### src/rtl/demux2_resp_bridge_if.sv
// Bundle of the grant, downstream-response, routed-response and status
// signals exchanged between the request bridge, the response bridge and
// the response consumer.
interface demux2_resp_bridge_if #(
    parameter int DATA_WIDTH = 32,
    parameter int ID_WIDTH   = 20,
    parameter int AUX_WIDTH  = 6,
    parameter int DEPTH      = 4,
    parameter int CNT_WIDTH  = $clog2(DEPTH + 1)
);
    logic                  data_gnt_CH0_i;
    logic                  data_gnt_CH1_i;
    logic                  data_r_valid_i;
    logic [DATA_WIDTH-1:0] data_r_rdata_i;
    logic [ID_WIDTH-1:0]   data_r_ID_i;
    logic [AUX_WIDTH-1:0]  data_r_aux_i;
    logic                  data_r_opc_i;
    logic                  data_r_valid_CH0_o;
    logic                  data_r_valid_CH1_o;
    logic [DATA_WIDTH-1:0] data_r_rdata_o;
    logic [ID_WIDTH-1:0]   data_r_ID_o;
    logic [AUX_WIDTH-1:0]  data_r_aux_o;
    logic                  data_r_opc_o;
    logic                  stall_o;
    logic [CNT_WIDTH-1:0]  outstanding_o;
    logic                  err_o;

    // Bridge side: consumes grants and downstream responses.
    modport slave (
        input  data_gnt_CH0_i, data_gnt_CH1_i,
        input  data_r_valid_i, data_r_rdata_i, data_r_ID_i, data_r_aux_i, data_r_opc_i,
        output data_r_valid_CH0_o, data_r_valid_CH1_o,
        output data_r_rdata_o, data_r_ID_o, data_r_aux_o, data_r_opc_o,
        output stall_o, outstanding_o, err_o
    );

    // Environment side: produces grants and downstream responses.
    modport master (
        output data_gnt_CH0_i, data_gnt_CH1_i,
        output data_r_valid_i, data_r_rdata_i, data_r_ID_i, data_r_aux_i, data_r_opc_i,
        input  data_r_valid_CH0_o, data_r_valid_CH1_o,
        input  data_r_rdata_o, data_r_ID_o, data_r_aux_o, data_r_opc_o,
        input  stall_o, outstanding_o, err_o
    );
endinterface

### src/rtl/demux2_resp_bridge.sv
// Response-path companion of the 2:1 round-robin request bridge: remembers
// which channel won each grant and steers the in-order response stream back
// to that channel one registered cycle later.
module demux2_resp_bridge #(
    parameter int DATA_WIDTH = 32,
    parameter int ID_WIDTH   = 20,
    parameter int AUX_WIDTH  = 6,
    parameter int DEPTH      = 4,
    parameter int CNT_WIDTH  = $clog2(DEPTH + 1)
) (
    input logic                  clk,
    input logic                  rst,
    demux2_resp_bridge_if.slave  bus
);
    localparam int PW = $clog2(DEPTH);
    localparam logic [PW-1:0]        PTR_ONE  = PW'(1);
    localparam logic [CNT_WIDTH-1:0] CNT_ONE  = CNT_WIDTH'(1);
    localparam logic [CNT_WIDTH-1:0] CNT_FULL = CNT_WIDTH'(DEPTH);

    logic [DEPTH-1:0]      tag_q;      // 0 = CH0, 1 = CH1
    logic [PW-1:0]         wr_ptr_q;
    logic [PW-1:0]         rd_ptr_q;
    logic [CNT_WIDTH-1:0]  occ_q;
    logic                  valid_ch0_q;
    logic                  valid_ch1_q;
    logic [DATA_WIDTH-1:0] rdata_q;
    logic [ID_WIDTH-1:0]   id_q;
    logic [AUX_WIDTH-1:0]  aux_q;
    logic                  opc_q;
    logic                  err_q;

    logic full;
    logic empty;
    logic gnt_one;
    logic gnt_both;
    logic pop;
    logic push;
    logic err_set;

    // Push/pop qualification and error detection for the current cycle.
    always_comb begin
        full     = (occ_q == CNT_FULL);
        empty    = (occ_q == '0);
        gnt_one  = bus.data_gnt_CH0_i ^ bus.data_gnt_CH1_i;
        gnt_both = bus.data_gnt_CH0_i & bus.data_gnt_CH1_i;
        pop      = bus.data_r_valid_i & ~empty;
        // A same-cycle pop frees the slot the push needs, so full only blocks without one.
        push     = gnt_one & (~full | pop);
        err_set  = gnt_both
                 | (gnt_one & full & ~pop)
                 | (bus.data_r_valid_i & empty);
    end

    // Tag FIFO, occupancy counter, routed response registers and sticky error.
    always_ff @(posedge clk) begin
        if (rst) begin
            tag_q       <= '0;
            wr_ptr_q    <= '0;
            rd_ptr_q    <= '0;
            occ_q       <= '0;
            valid_ch0_q <= 1'b0;
            valid_ch1_q <= 1'b0;
            rdata_q     <= '0;
            id_q        <= '0;
            aux_q       <= '0;
            opc_q       <= 1'b0;
            err_q       <= 1'b0;
        end else begin
            if (push) begin
                tag_q[wr_ptr_q] <= bus.data_gnt_CH1_i;
                wr_ptr_q        <= wr_ptr_q + PTR_ONE;
            end
            if (pop) begin
                rd_ptr_q <= rd_ptr_q + PTR_ONE;
                rdata_q  <= bus.data_r_rdata_i;
                id_q     <= bus.data_r_ID_i;
                aux_q    <= bus.data_r_aux_i;
                opc_q    <= bus.data_r_opc_i;
            end
            valid_ch0_q <= pop & ~tag_q[rd_ptr_q];
            valid_ch1_q <= pop &  tag_q[rd_ptr_q];
            case ({push, pop})
                2'b10:   occ_q <= occ_q + CNT_ONE;
                2'b01:   occ_q <= occ_q - CNT_ONE;
                default: occ_q <= occ_q;
            endcase
            err_q <= err_q | err_set;
        end
    end

    assign bus.data_r_valid_CH0_o = valid_ch0_q;
    assign bus.data_r_valid_CH1_o = valid_ch1_q;
    assign bus.data_r_rdata_o     = rdata_q;
    assign bus.data_r_ID_o        = id_q;
    assign bus.data_r_aux_o       = aux_q;
    assign bus.data_r_opc_o       = opc_q;
    assign bus.stall_o            = full & ~bus.data_r_valid_i;
    assign bus.outstanding_o      = occ_q;
    assign bus.err_o              = err_q;
endmodule

### src/flat_wrapper.sv
// flat-port wrapper written by rule: the top's interface ports become plain ports
module demux2_resp_bridge_flat 
#(
    parameter int DATA_WIDTH = 32,
    parameter int ID_WIDTH   = 20,
    parameter int AUX_WIDTH  = 6,
    parameter int DEPTH      = 4,
    parameter int CNT_WIDTH  = $clog2(DEPTH + 1)
)
  (clk, rst, bus_data_gnt_CH0_i, bus_data_gnt_CH1_i, bus_data_r_valid_i, bus_data_r_rdata_i, bus_data_r_ID_i, bus_data_r_aux_i, bus_data_r_opc_i, bus_data_r_valid_CH0_o, bus_data_r_valid_CH1_o, bus_data_r_rdata_o, bus_data_r_ID_o, bus_data_r_aux_o, bus_data_r_opc_o, bus_stall_o, bus_outstanding_o, bus_err_o);
  demux2_resp_bridge_if #(.DATA_WIDTH(DATA_WIDTH), .ID_WIDTH(ID_WIDTH), .AUX_WIDTH(AUX_WIDTH), .DEPTH(DEPTH), .CNT_WIDTH(CNT_WIDTH)) bus_i ();
  input logic clk;
  input logic rst;
  input wire logic [$bits(bus_i.data_gnt_CH0_i)-1:0] bus_data_gnt_CH0_i;
  input wire logic [$bits(bus_i.data_gnt_CH1_i)-1:0] bus_data_gnt_CH1_i;
  input wire logic [$bits(bus_i.data_r_valid_i)-1:0] bus_data_r_valid_i;
  input wire logic [$bits(bus_i.data_r_rdata_i)-1:0] bus_data_r_rdata_i;
  input wire logic [$bits(bus_i.data_r_ID_i)-1:0] bus_data_r_ID_i;
  input wire logic [$bits(bus_i.data_r_aux_i)-1:0] bus_data_r_aux_i;
  input wire logic [$bits(bus_i.data_r_opc_i)-1:0] bus_data_r_opc_i;
  output wire logic [$bits(bus_i.data_r_valid_CH0_o)-1:0] bus_data_r_valid_CH0_o;
  output wire logic [$bits(bus_i.data_r_valid_CH1_o)-1:0] bus_data_r_valid_CH1_o;
  output wire logic [$bits(bus_i.data_r_rdata_o)-1:0] bus_data_r_rdata_o;
  output wire logic [$bits(bus_i.data_r_ID_o)-1:0] bus_data_r_ID_o;
  output wire logic [$bits(bus_i.data_r_aux_o)-1:0] bus_data_r_aux_o;
  output wire logic [$bits(bus_i.data_r_opc_o)-1:0] bus_data_r_opc_o;
  output wire logic [$bits(bus_i.stall_o)-1:0] bus_stall_o;
  output wire logic [$bits(bus_i.outstanding_o)-1:0] bus_outstanding_o;
  output wire logic [$bits(bus_i.err_o)-1:0] bus_err_o;
  assign bus_i.data_gnt_CH0_i = bus_data_gnt_CH0_i;
  assign bus_i.data_gnt_CH1_i = bus_data_gnt_CH1_i;
  assign bus_i.data_r_valid_i = bus_data_r_valid_i;
  assign bus_i.data_r_rdata_i = bus_data_r_rdata_i;
  assign bus_i.data_r_ID_i = bus_data_r_ID_i;
  assign bus_i.data_r_aux_i = bus_data_r_aux_i;
  assign bus_i.data_r_opc_i = bus_data_r_opc_i;
  assign bus_data_r_valid_CH0_o = bus_i.data_r_valid_CH0_o;
  assign bus_data_r_valid_CH1_o = bus_i.data_r_valid_CH1_o;
  assign bus_data_r_rdata_o = bus_i.data_r_rdata_o;
  assign bus_data_r_ID_o = bus_i.data_r_ID_o;
  assign bus_data_r_aux_o = bus_i.data_r_aux_o;
  assign bus_data_r_opc_o = bus_i.data_r_opc_o;
  assign bus_stall_o = bus_i.stall_o;
  assign bus_outstanding_o = bus_i.outstanding_o;
  assign bus_err_o = bus_i.err_o;
  demux2_resp_bridge #(.DATA_WIDTH(DATA_WIDTH), .ID_WIDTH(ID_WIDTH), .AUX_WIDTH(AUX_WIDTH), .DEPTH(DEPTH), .CNT_WIDTH(CNT_WIDTH)) u_core (.clk(clk), .rst(rst), .bus(bus_i));
endmodule
### config.mk
export PLATFORM = sky130hd
export DESIGN_NAME = demux2_resp_bridge_flat
export DESIGN_NICKNAME = d
export VERILOG_FILES = /design/src/rtl/demux2_resp_bridge_if.sv /design/src/rtl/demux2_resp_bridge.sv /design/src/flat_wrapper.sv
export SDC_FILE = /design/constraint.sdc
export NUM_CORES = 1
export LEC_CHECK = 0
export ABC_AREA = 1
export BUFFER_PORTS_ARGS = -buffer_cell sky130_fd_sc_hd__buf_2
export CAP_MARGIN = 10
export CORE_MARGIN = 2
export CORE_UTILIZATION = 46
export CTS_CLUSTER_SIZE = 25
export DETAILED_ROUTE_END_ITERATION = 10
export PLACE_DENSITY = 0.79
export SLEW_MARGIN = 25
export SYNTH_ARGS = -nofsm -noshare
export SYNTH_HDL_FRONTEND = slang
export SYNTH_SLANG_ARGS = --single-unit
### constraint.sdc
create_clock -name clk -period 2.45 [get_ports clk]
set_clock_uncertainty 0.2 [all_clocks]
set_input_delay 0.1225 -clock clk [delete_from_list [all_inputs] [get_ports clk]]
set_output_delay 0.1225 -clock clk [all_outputs]
set_load 0.005 [all_outputs]
After elaboration in Yosys (flattened, before gate mapping)

Cells that the tools add are included.

Output and inout port bits: 66
Logic and storage cells: 49
Input bits: 64
Bits in registers: 73

Muxes and demuxes: 6
Bitwise gates (word level): 19
$lt $le $gt $ge: 3
Eq/ne operators: 3
Reductions and logical operators: 3
Add/subtract/negate cells: 4

Operator list:

| cell                | number |
|---|---|
| $and 1x1->1         | 9 |
| $lt 2x3->1 const B  | 2 |
| $pmux 3 s2          | 1 |
| $not 1->1           | 5 |
| $add 2x1->2 const B | 2 |
| $bwmux 4            | 1 |
| $or 1x1->1          | 4 |
| $add 3x1->3 const B | 1 |
| $eq 3x3->1 const B  | 1 |
| $logic_not 3->1     | 1 |
| $sub 3x1->3 const B | 1 |
| $bmux 1 s2          | 1 |
| $demux 1 s2         | 1 |
| $eq 2x1->1 const B  | 1 |
| $eq 2x2->1 const B  | 1 |
| $ge 2x1->1 const B  | 1 |
| $mux 1              | 2 |
| $reduce_bool 2->1   | 1 |
| $logic_and 1x1->1   | 1 |
| $xor 1x1->1         | 1 |

Longest topological paths before layout

Word-level depth: 8
Depth in mapped cells: 10
Depth with buffers taken out: 10

Worst setup path before layout

Ideal clock, no wire load.

Kind: in2reg
Start: in bus_data_gnt_CH1_i
End: reg u_core.occ_q[2], in the netlist u_core.bus.outstanding_o[2]
Setup time: 0.115 ns
Data arrival time: 1.451 ns
Cell stages on the path: 10
Setup slack: 0.684 ns
Buffers on the path: 0
Required time: 2.135 ns
Cell sequence: ha_1 inv_1 nand3_1 fa_1 inv_1 nand3_1 nand2_1 nand3_1 nand2_1 nor2_1

Longest elaborated chain between the ends: 4
Elaborated cells on any way between the ends: 6
Those cells by class: eq/ne: 2; mux: 1; bitwise: 2; reduce/logical: 1

Ends and longest elaborated chain:

| what                                                   | line                     | RTL |
|---|---|---|
| from (decl)                                            | flat_wrapper.sv:15       | `input wire logic [$bits(bus_i.data_gnt_CH1_i)-1:0] bus_data_gnt_CH1_i;` |
| $xor 1x1->1 *                                          | demux2_resp_bridge.sv:44 | `gnt_one = bus.data_gnt_CH0_i ^ bus.data_gnt_CH1_i;` |
| $and 1x1->1 *                                          | demux2_resp_bridge.sv:48 | `push = gnt_one & (~full \| pop);` |
| $eq 2x1->1 / $eq 2x2->1 (equally long branches)        | demux2_resp_bridge.sv:82 | `case ({push, pop})` |
| $pmux 3 s2 / $reduce_bool 2->1 (equally long branches) | n/a                      |  |
| to (signal assigned)                                   | demux2_resp_bridge.sv:83 | `2'b10: occ_q <= occ_q + CNT_ONE;` |
| to (signal assigned)                                   | demux2_resp_bridge.sv:84 | `2'b01: occ_q <= occ_q - CNT_ONE;` |
| to (signal assigned)                                   | demux2_resp_bridge.sv:85 | `default: occ_q <= occ_q;` |
| to (decl)                                              | demux2_resp_bridge.sv:23 | `logic [CNT_WIDTH-1:0] occ_q;` |

Every way passes the cells marked *; elsewhere a longest branch is shown, timed or not.
A chain may end at the register's enable or synchronous reset.

Worst setup path in the final report

Ends and elaborated chain as after synthesis.

==> flow_summary_export.csv <==
group,metric,value,unit
route,first_iter_violations,134,
cts,clk_pin_slew,0.07,ns
synth,synth_seq_area_share,0.523,
critical_path,cp_top_family,"buffers and inverters",
floorplan,die_w,82.0,um
synth,ys_seq_elements,73,
cts,cts_max_level,3,
floorplan,io_pins,130,
timing,fmax,440,MHz
finish,drive_gt1_frac,0.285,
route,wl_per_cell,12.4,um
cts,cts_setup_buffers,0,
finish,final_nets,610,
floorplan,die_y,82.0,um
timing,rsz0062_at_grt,"false",
route,route.vias.total,2927,
critical_path,critPathArrivalTime,2.29,ns
cts,clock_sinks,73,
pwr,combPwrFrac,0.326,
pwr,leakage,2.05,nW
timing,hold_violations,0,
timing,max_slew_margin,0.614,
status,status,"complete, no violations",
critical_path,worstSetupPathType,"primary input to flip-flop",
pwr,seq_power_share,0.446,
critical_path,worstPathCellList,"dlygate4sd3_1 > buf_2 > ha_1 > inv_1 > nand3_1 > fa_1 > inv_1 > nand3_1 > nand2_1 > nand3_1 > nand2_1 > nor2_1",
timing,fin_ws,0.179,ns
finish,synthToLayoutAreaGrowth,51.0,%
flow_run,drv_cap,0,
pwr,p_clk_frac,0.228,
critical_path,r2r-start,"u_core.bus.outstanding_o[2]",
cts,cts_max_path_buffers,2,
critical_path,path_depth,12,
critical_path,crit_fanout,5,
placed_design,dpl.hpwl,4500,um
critical_path,worst-path-buf-inv,4,
synth,synth_fp_nets,425,
timing,period_share,0.927,
critical_path,cp-start-kind,"primary input",
critical_path,cp_common_cell,"nand3_1",
route,ant_nets,0,
synth,synth.cell_area,2800,um^2
pwr,max-vdd-ir-drop,0.486,mV
synth,syn_inst,355,
cts,cts-buffers-inserted,9,
grt,grt_pass1_vias,2725,
min_path,worstHoldStart,"bus_data_r_valid_i",
pwr,switchingPower,1.17,mW
min_path,hold_end,"u_core.bus.err_o",
critical_path,slowest_delay,0.52,ns
timing,worstMarginPinSlew,0.578,ns
timing,setup_violations,0,
floorplan,die_area,6720,um^2
timing,whs,0.0380,ns
grt,grt-ovfl-total,0,
synth,synth.avg_cell_area,7.87,um^2
finish,n_antenna_cell,0,
route,drt_wl_total,7650,um
pwr,power_density,842,nW/um^2
critical_path,r2r-end,"u_core.tag_q[0]",
grt,antenna_found_initial,0,
timing,drv_slew,0,
placed_design,dp_slack,0.385,ns
timing,fin_crit,2.27,ns
cts,post_cts_resized,0,
grt,grt_pass1_wl,11700,um
floorplan,core-area,5890,um^2
floorplan,start_util,0.475,
placed_design,gp_congestion,0.788,
pwr,internal_power,2.38,mW
cts,postCtsHoldBufs,62,
pwr,p_sw_frac,0.330,
min_path,holdPathStages,5,
route,drtPass1Iterations,4,
critical_path,slowest_stage,"dlygate4sd3_1",
route,via_per_inst,4.74,
critical_path,critPathCaptureType,"flip-flop",
synth,synth_warnings,0,
grt,track_usage,0.229,
critical_path,r2r_slack,0.54,ns
route,drcViolationCount,0,
timing,tns,0,ns
min_path,hp-class,"primary input to flip-flop",
synth,ys_types,24,
critical_path,reg2regPathDepth,9,
cts,cts_tree,"built",
cts,cts-root-buf,"clkbuf_8",
grt,grt_max_degree,56,
floorplan,fp-row-count,28,
cts,insertion_delay,0.33,ns
critical_path,worstPathRequired,2.47,ns
placed_design,port_buffers,129,
==> state kept, by name, summed over array words and instances, names as in the netlist <==
name                           count
u_core.bus.data_r_valid_CH0_o      1
u_core.bus.data_r_opc_o            1
u_core.bus.outstanding_o           3
u_core.tag_q                       4
u_core.bus.err_o                   1
u_core.bus.data_r_ID_o            20
u_core.wr_ptr_q                    2
u_core.bus.data_r_valid_CH1_o      1
u_core.bus.data_r_aux_o            6
u_core.bus.data_r_rdata_o         32
u_core.rd_ptr_q                    2
==> worst max path at each step <==
| stage | slack (ns) | to | start |
|---|---|---|---|
| floorplan | 0.68 | u_core.bus.outstanding_o[2] | bus_data_gnt_CH1_i |
| global placement | 0.46 | u_core.bus.outstanding_o[2] | bus_data_gnt_CH1_i |
| detailed placement | 0.38 | u_core.bus.outstanding_o[2] | bus_data_gnt_CH1_i |
| CTS | 0.20 | u_core.bus.outstanding_o[2] | bus_data_gnt_CH1_i |
| global route | 0.03 | u_core.bus.outstanding_o[2] | bus_data_gnt_CH1_i |
| finish | 0.18 | u_core.bus.outstanding_o[2] | bus_data_gnt_CH1_i |
==> final cells by class <==
type / instances / area, um^2
well taps: 75 / 93.8
multi-input cells: 245 / 1130
clock buffers: 14 / 163
flip-flops and latches: 73 / 1460
fillers: 463 / 1670
repair buffers: 195 / 1310
inverters: 16 / 60.1
==> placed cells by master, fill, tap and decap left out, drive strengths merged <==
cell and count:
o22ai 1, nor2 130, o21ai 65, o211ai 1, nand3 11, dlygate4sd3 62, inv 16, clkbuf 14
and2 1, dfxtp 73, nand2 20, a21oi 8, fa 1, buf 133, ha 5, nor3 2
==> routing by layer <==
metal | vias up | global-route usage | wire length [um]
met3 | 23 | 0.0582 | 557
met5 | - | 0 | 0
met1 | 1297 | 0.246 | 3110
met2 | 106 | 0.407 | 3770
li1 | 1501 | - | -
met4 | 0 | 0.128 | 214
==> cell usage after synthesis <==
| master | count | area share |
|---|---|---|
| a21oi_1 | 8 | 0.014 |
| and2_4 | 1 | 0.0031 |
| buf_2 | 13 | 0.023 |
| buf_4 | 1 | 0.0027 |
| buf_6 | 4 | 0.016 |
| buf_8 | 1 | 0.0054 |
| clkbuf_1 | 2 | 0.0027 |
| dfxtp_1 | 73 | 0.52 |
| fa_1 | 1 | 0.0072 |
| ha_1 | 5 | 0.022 |
| inv_1 | 12 | 0.016 |
| inv_2 | 4 | 0.0054 |
| nand2_1 | 16 | 0.021 |
| nand2_2 | 3 | 0.0067 |
| nand2_4 | 1 | 0.0040 |
| nand3_1 | 10 | 0.018 |
| nand3_4 | 1 | 0.0063 |
| nor2_1 | 129 | 0.17 |
| nor2_4 | 1 | 0.0040 |
| nor3_1 | 2 | 0.0036 |
| o211ai_1 | 1 | 0.0027 |
| o21ai_0 | 51 | 0.091 |
| o21ai_1 | 14 | 0.025 |
| o22ai_1 | 1 | 0.0022 |
==> kinds of logic (layout without fill, tap and decap cells) <==
family	Yosys count	after routing	synth area share
simple gates	164	164	0.240
compound gates	75	75	0.136
flops	73	73	0.523
buf+inv	37	225	0.0716
fa+ha+maj	6	6	0.0295
==> worst min-delay path: stages <==
cell      delay (ns)
buf_2           0.13
nand3_1         0.08
o211ai_1        0.09
nand2_1         0.06
inv_1           0.03
==> power by group through the flow <==
stage               Combinational, mW  Sequential (mW)  Clock [mW]
finish                           1.16             1.58       0.810
floorplan                       0.674             1.63           0
global placement                 1.04             1.59           0
CTS                              1.15             1.58       0.840
detailed placement               1.07             1.60           0
global route                     1.31             1.61       0.880
==> stage by stage <==
step                      std cells  total power, mW  instance area, um^2  utilization
after floorplan                 355             2.31                 2800            -
after global placement          542             2.64                 3440        0.584
after detailed placement        542             2.68                 3440        0.584
after CTS                       618             3.57                 4220        0.717
after global routing            618             3.81                 4220        0.717
final                           618             3.55                 4220        0.717
Note: power is estimated with default switching activity, not from simulation.
